==> src/rtl/ca3_pkg.sv <==
// ca3_pkg: shared helpers for the CA3 AND-tree blocks.
//   clog3(n)          - ceil(log3(n)); tree depth needed to reduce n terms to 1
//   level_count(n, k) - number of terms left after k three-input AND levels
//   AND_PAD           - identity value used to pad partial groups of three
package ca3_pkg;

    localparam logic AND_PAD = 1'b1;

    function automatic int clog3(input int n);
        int lvl;
        int span;
        lvl  = 0;
        span = 1;
        while (span < n) begin
            span = span * 3;
            lvl++;
        end
        return lvl;
    endfunction

    function automatic int level_count(input int n, input int k);
        int cnt;
        cnt = n;
        for (int i = 0; i < k; i++) begin
            cnt = (cnt + 2) / 3;
        end
        return cnt;
    endfunction

endpackage

==> src/rtl/CA3_and_3.sv <==
// CA3_and_3: three-input AND cell, the basic node of the CA3 AND trees.
//   a_i, b_i, c_i - inputs
//   y_o           - a_i & b_i & c_i
module CA3_and_3 (
    input  logic a_i,
    input  logic b_i,
    input  logic c_i,
    output logic y_o
);

    assign y_o = a_i & b_i & c_i;

endmodule

==> src/rtl/ca3_and_level.sv <==
// ca3_and_level: one combinational level of the AND tree for WIDTH lanes.
// Each lane's IN_CNT terms are grouped in threes in index order; a partial
// last group is padded with AND_PAD so it does not affect the result.
//   data_i - lane l terms at [l*IN_CNT +: IN_CNT]
//   data_o - lane l terms at [l*OUT_CNT +: OUT_CNT], OUT_CNT = ceil(IN_CNT/3)
module ca3_and_level
    import ca3_pkg::*;
#(
    parameter int IN_CNT = 9,
    parameter int WIDTH  = 8
) (
    input  logic [WIDTH*IN_CNT-1:0]           data_i,
    output logic [WIDTH*((IN_CNT+2)/3)-1:0]   data_o
);

    localparam int OUT_CNT = (IN_CNT + 2) / 3;
    localparam int PAD_CNT = 3 * OUT_CNT;

    for (genvar l = 0; l < WIDTH; l++) begin : g_lane
        logic [PAD_CNT-1:0] padded;

        always_comb begin
            padded              = {PAD_CNT{AND_PAD}};
            padded[IN_CNT-1:0]  = data_i[l*IN_CNT +: IN_CNT];
        end

        for (genvar g = 0; g < OUT_CNT; g++) begin : g_node
            CA3_and_3 u_and (
                .a_i (padded[3*g]),
                .b_i (padded[3*g+1]),
                .c_i (padded[3*g+2]),
                .y_o (data_o[l*OUT_CNT+g])
            );
        end
    end

endmodule

==> src/rtl/ca3_and_tree_pipe.sv <==
// ca3_and_tree_pipe: pipelined N_IN-input AND/NAND reduction over WIDTH lanes.
// One register bank per tree level; all banks advance together on en.
//   clk, rst           - clock, asynchronous active-high reset
//   flush              - synchronous clear of every in-flight transaction
//   in_valid/in_ready  - input handshake (in_ready = en, never from in_valid)
//   in_data            - lane l at [l*N_IN +: N_IN]
//   in_invert          - 1 = NAND result for this transaction
//   out_valid/out_ready- output handshake
//   out_data           - bit l = AND (or NAND) of lane l
module ca3_and_tree_pipe
    import ca3_pkg::*;
#(
    parameter int WIDTH = 8,
    parameter int N_IN  = 9
) (
    input  logic                  clk,
    input  logic                  rst,
    input  logic                  flush,
    input  logic                  in_valid,
    output logic                  in_ready,
    input  logic [WIDTH*N_IN-1:0] in_data,
    input  logic                  in_invert,
    output logic                  out_valid,
    input  logic                  out_ready,
    output logic [WIDTH-1:0]      out_data
);

    localparam int LEVELS = clog3(N_IN);

    logic en;

    // Whole pipe moves as one; bubbles are carried, not collapsed.
    assign en       = !out_valid || out_ready;
    assign in_ready = en;

    for (genvar k = 0; k < LEVELS; k++) begin : g_stage
        localparam int CNT_IN  = level_count(N_IN, k);
        localparam int CNT_OUT = level_count(N_IN, k + 1);

        logic [WIDTH*CNT_IN-1:0]  lvl_in;
        logic [WIDTH*CNT_OUT-1:0] lvl_out;
        logic [WIDTH*CNT_OUT-1:0] data_d, data_q;
        logic                     vld_in, inv_in;
        logic                     vld_d, vld_q;
        logic                     inv_d, inv_q;

        if (k == 0) begin : g_src
            assign lvl_in = in_data;
            assign vld_in = in_valid;
            assign inv_in = in_invert;
        end else begin : g_src
            assign lvl_in = g_stage[k-1].data_q;
            assign vld_in = g_stage[k-1].vld_q;
            assign inv_in = g_stage[k-1].inv_q;
        end

        ca3_and_level #(
            .IN_CNT (CNT_IN),
            .WIDTH  (WIDTH)
        ) u_level (
            .data_i (lvl_in),
            .data_o (lvl_out)
        );

        // Flush wins over an accept. Bubbles carry zeroed data and invert so
        // an empty output slot always reads as 0.
        always_comb begin
            vld_d  = vld_q;
            inv_d  = inv_q;
            data_d = data_q;
            if (flush) begin
                vld_d  = 1'b0;
                inv_d  = 1'b0;
                data_d = '0;
            end else if (en) begin
                vld_d  = vld_in;
                inv_d  = vld_in ? inv_in : 1'b0;
                data_d = vld_in ? lvl_out : '0;
            end
        end

        always_ff @(posedge clk or posedge rst) begin
            if (rst) begin
                vld_q  <= 1'b0;
                inv_q  <= 1'b0;
                data_q <= '0;
            end else begin
                vld_q  <= vld_d;
                inv_q  <= inv_d;
                data_q <= data_d;
            end
        end
    end

    assign out_valid = g_stage[LEVELS-1].vld_q;
    assign out_data  = g_stage[LEVELS-1].data_q ^ {WIDTH{g_stage[LEVELS-1].inv_q}};

endmodule

==> config.mk <==
export PLATFORM = sky130hd
export DESIGN_NAME = ca3_and_tree_pipe
export DESIGN_NICKNAME = d
export VERILOG_FILES = /design/src/rtl/ca3_pkg.sv /design/src/rtl/CA3_and_3.sv /design/src/rtl/ca3_and_level.sv /design/src/rtl/ca3_and_tree_pipe.sv
export SDC_FILE = /design/constraint.sdc
export NUM_CORES = 1
export LEC_CHECK = 0
export CAP_MARGIN = 5
export CORE_MARGIN = 2
export CORE_UTILIZATION = 35
export CTS_CLUSTER_SIZE = 20
export DETAILED_ROUTE_END_ITERATION = 16
export PLACE_DENSITY = 0.86
export SLEW_MARGIN = 10
export SYNTH_ARGS = -nofsm -noshare
export SYNTH_HDL_FRONTEND = slang
export SYNTH_SLANG_ARGS = --single-unit
==> constraint.sdc <==
create_clock -name clk -period 1.9 [get_ports clk]
set_clock_uncertainty 0.2 [all_clocks]
set_input_delay 0.38 -clock clk [delete_from_list [all_inputs] [get_ports clk]]
set_output_delay 0.38 -clock clk [all_outputs]
set_load 0.005 [all_outputs]
# Word level (Yosys, flattened, before mapping)
# Cells that the tools add are included.
[totals] regBits=36 inputBits=78 output_inout_bits=10 word_cells=90
[op_classes] muxes=16 n_bitwise=65 reduce_logical=3
[op_table] op="$mux 24" count=3
[op_table] op="$and 1x1->1" count=64
[op_table] op="$mux 8" count=3
[op_table] op="$mux 1" count=10
[op_table] op="$xor 8x8->8" count=1
[op_table] op="$reduce_bool 2->1" count=1
[op_table] op="$logic_not 1->1" count=1
[op_table] op="$logic_or 1x1->1" count=1

# Logic depth before layout (Yosys ltp)
[logic_depth] ltp_word=5 ltp_mapped=4 mapped_depth_nobuf=3

# Hierarchy
# From an unflattened synthesis, not the netlist that was laid out.
[unflattened] hier_cells=202 hier_area_um2=2119.5
[modules_own_cells] mod="ca3_and_tree_pipe" instances=1 cells_each=170 area_per_inst_um2=1919.3 seq_area_each_um2=900.9
[modules_own_cells] mod="CA3_and_3" instances=32 cells_each=1 area_per_inst_um2=6.3 seq_area_each_um2=0.0

# Worst setup path before layout
# No wires, ideal clock.
[synth_timing] path_kind="register to register" start="register g_stage[1].vld_q, in the netlist out_valid" end="register g_stage[1].inv_q" arrival_ps=1031 t_required_ps=1616 slack_ps=585 path_stages_with_launch=5 period_less_slack_ps=1315 path_cell_list="dfrtp_1 nor3b_4 buf_6 nand2_1 o21ai_0"
[synth_via] elab_chain_cells=3
[synth_rtl] element="from (decl)" line_no="ca3_and_tree_pipe.sv:44" rtl="logic vld_d, vld_q;"
[synth_rtl] element="from (signal assigned)" line_no="ca3_and_tree_pipe.sv:88" rtl="vld_q <= vld_d;"
[synth_rtl] element="$logic_not 1->1" line_no="ca3_and_tree_pipe.sv:33" rtl="assign en = !out_valid || out_ready;"
[synth_rtl] element="$logic_or 1x1->1" line_no="ca3_and_tree_pipe.sv:33"
[synth_rtl] element="$reduce_bool 2->1 (no line)"
[synth_rtl] element="to (signal assigned)" line_no="ca3_and_tree_pipe.sv:89" rtl="inv_q <= inv_d;"
[synth_rtl] element="to (decl)" line_no="ca3_and_tree_pipe.sv:45" rtl="logic inv_d, inv_q;"
# Every way passes these cells.
# A chain may end at the register's enable or synchronous reset.

# Worst setup path after layout
[layout_timing] start="register g_stage[1].inv_q" end="output out_data[1]"
[layout_via] elab_chain_cells=1
[layout_rtl] element="$xor 8x8->8" line_no="ca3_and_tree_pipe.sv:96" rtl="assign out_data = g_stage[LEVELS-1].data_q ^ {WIDTH{g_stage[LEVELS-1].inv_q}};"
[layout_rtl] element="to (decl)" line_no="ca3_and_tree_pipe.sv:25" rtl="output logic [WIDTH-1:0] out_data"
# Every way passes these cells.

==> flow_summary.toml <==
[sta]
worst_slack_ns = 0.08319
final_period_minus_worst_setup_slack_ns = 1.817
final_max_slew_viol_count = 0
slew-limit-headroom_pct = 80.18
worst_slew_pin_slew_ns = 0.2973
setup_violations = 0
grt_setup_unrepaired = "no"
period_share_pct = 95.62
finalHoldViolCount = 0
max_clock_freq_ghz = 0.5504

[worst_setup_path]
critical_path.cell_chain = "xor2_1, dlygate4sd2_1"
endpoint_kind = "output port"
worstSetupStartpointType = "flip-flop"
maximum_fanout_along_the_worst_path = 9
worst-endpoint-required_ns = 1.32
max_stage_delay_ns = 0.50
setup.worst_path.class = "flip-flop to output port"
cp_slowest_cell = "sky130_fd_sc_hd__dfrtp_2"
timing.critical_path.arrival_ns = 1.24

[place]
place.port_buffers = 87
dp_hpwl_um = 2913
post_dp_cell_area_mm2 = 0.002526
dpl_worst_slack_ns = -0.1539
gp_routability_congestion = 0.6913

[synthesis]
synth_compound_gate_area_share_pct = 11.76
synth_nets = 239
xor_xnor_share_of_the_synthesized_area_pct = 4.420
seq_area_frac_synth_pct = 56.83
synth_mux_area_share_pct = 0
synth-adder-area-share_pct = 0
synth_simple_gate_area_share_pct = 22.42
syn_area_mm2 = 0.001585
yosys_register_bits = 36
largest_family_of_logic_cells_by_synthesized_area = "simple AND/OR/NAND/NOR gates"
yosys.cell_types.count = 16
yosysWarningCount = 0
post_synth.cell_area_avg_um2 = 9.846
post_synth_inst_count = 161

[cts]
cts_sinks = 36
hold_buffers = 0
cts.path.max_buffers = 2
clock_tree_from_tritoncts = "done"
worst_skew_pair.late_latency_ns = 0.27
numCtsBuffers = 5
root_buffer = "sky130_fd_sc_hd__clkbuf_8"
htree_levels = 2
clock_slew_at_reported_path_ffs_ns = 0.07

[outcome]
outcome = "finished clean"

[grt]
globalRoute.totalOverflow = 0
antenna_found_initial = 0
grt_pass1_vias = 1528
gr-usage-all-layers_pct = 15.55
grt_pass1_wl_um = 6265
maximum_number_of_pins_on_one_net_before_global_route_repair = 37

[routing]
detailedRoute.firstPassIterationCount = 4
post_dr_wirelength_cell_um = 12.17
postRouteAntennaNets = 0
avgViaCountPerCell = 4.693
first_iter_violations = 89
routed_wirelength_um = 3725
remaining_drc_errors = 0
vias = 1436

[finish]
layout_commonest_cell = "sky130_fd_sc_hd__clkdlybuf4s50_1"
final_cell_area_mm2 = 0.002613
design.final.nets = 332
proportion_of_layout_cells_with_a_drive_suffix_above_1_pct = 7.480
nFillCells = 370
insertedDiodeCount = 0
synthesis_to_layout_area_growth_pct = 64.80
most-common-layout-cells = "sky130_fd_sc_hd__clkdlybuf4s50_1, sky130_fd_sc_hd__nand2_1, sky130_fd_sc_hd__dfrtp_1"

[floorplanning]
rows = 24
core_area_mm2 = 0.004354
initial_core_util_pct = 36.41
floorplan.die_area_mm2 = 0.005084
die_y_um = 71.30
floorplan.die.width_um = 71.30
io-pin-count = 88

[pwr]
power-per-cell-area_mw_per_mm2 = 609.7
power.ir.vdd_worst_mv = 0.3568
leakagePower_nw = 1.165

[worst_hold_path]
min-delay-path-class = "primary input to async pin"

[job]
max_cap_viol_count = 0
metal layers:
| layer | up-vias | share of wire (%) | GRT usage [%] |
|---|---|---|---|
| li1 | 733 | - | - |
| met1 | 656 | 37 | 15.58 |
| met2 | 40 | 57 | 31.38 |
| met3 | 7 | 4.8 | 3.235 |
| met4 | 0 | 1.2 | 4.822 |
| met5 | - | 0 | 0 |
cell type report:
class	count	area (um2)	area share, %
Sequential cell	36	902.1	34.53
Timing Repair Buffer	92	922.1	35.30
Tap cell	52	65.06	2.490
Multi-Input combinational cell	115	611.8	23.42
Inverter	4	15.01	0.5747
Clock buffer	7	96.34	3.688
cells in the mapped netlist:
cell type                  count  area (um2)
sky130_fd_sc_hd__a21oi_1       1       5.000
sky130_fd_sc_hd__buf_4         1       7.510
sky130_fd_sc_hd__buf_6         4       45.04
sky130_fd_sc_hd__clkbuf_2      1       5.000
sky130_fd_sc_hd__dfrtp_1      36       900.9
sky130_fd_sc_hd__inv_1         4       15.01
sky130_fd_sc_hd__nand2_1      36       135.1
sky130_fd_sc_hd__nand2b_4      1       13.76
sky130_fd_sc_hd__nand3_1      32       160.2
sky130_fd_sc_hd__nand3b_1      1       7.510
sky130_fd_sc_hd__nand3b_4      1       20.02
sky130_fd_sc_hd__nor3b_4       1       18.77
sky130_fd_sc_hd__o21ai_0      22       110.1
sky130_fd_sc_hd__o21ai_1       9       45.04
sky130_fd_sc_hd__o21ai_2       3       26.28
sky130_fd_sc_hd__xor2_1        8       70.07
what timing repair did:
item	in CTS	in global routing
setup endpoints to repair	9	0
buffers inserted	0	0
gates resized for setup	10	0
worst max-delay path: cells and delay by family, from the launching register on:
kind	cells	cell delay [ns]
XOR/XNOR	1	0.17
buffers and inverters	1	0.29
flip-flops	1	0.50
power by group:
part | switching, mW | internal [mW]
sequential | 0.00853 | 0.779
combinational | 0.0687 | 0.167
clock | 0.247 | 0.323
total | 0.324 | 1.27
logic make-up (layout without fill, tap and decap cells):
| family | Yosys count | count (layout) |
|---|---|---|
| XOR/XNOR | 8 | 8 |
| AND/OR/NAND/NOR | 72 | 72 |
| AO/OA/AOI/OAI | 35 | 35 |
| buffers and inverters | 10 | 103 |
| flip-flops | 36 | 36 |
state kept, by name, summed over array words and instances, names as in the netlist:
signal	cells
g_stage.vld_q	1
g_stage.data_q	32
out_valid	1
g_stage.inv_q	2
path summary, 6_finish.rpt:
check	end	startpoint	slack (ns)	depth (start not counted)
min reg2reg	g_stage[0].data_q[6]	g_stage[0].data_q[6]	0.28	2
max reg2reg	g_stage[0].data_q[11]	out_valid	0.47	4
max	out_data[1]	g_stage[1].inv_q	0.08	2
min	g_stage[0].data_q[5]	rst	0.25	3
min in group clk	g_stage[0].data_q[6]	g_stage[0].data_q[6]	0.28	2
max in group asynchronous	g_stage[1].inv_q	rst	1.05	3
metrics by stage:
stage,setup TNS [ns],hold WS (ns),utilization (%),power [mW],instances
6_report,0,0.2539,60.00,1.593,306
5_1_grt,0,0.2879,60.00,1.657,306
4_1_cts,0,0.2626,60.00,1.610,306
3_5_place_dp,-0.5007,0.2717,58.02,1.044,299
3_3_place_gp,-0.1478,0.2614,58.02,1.036,299
2_1_floorplan,0,0.2431,-,0.8538,161
(Power assumes the default switching activity.)
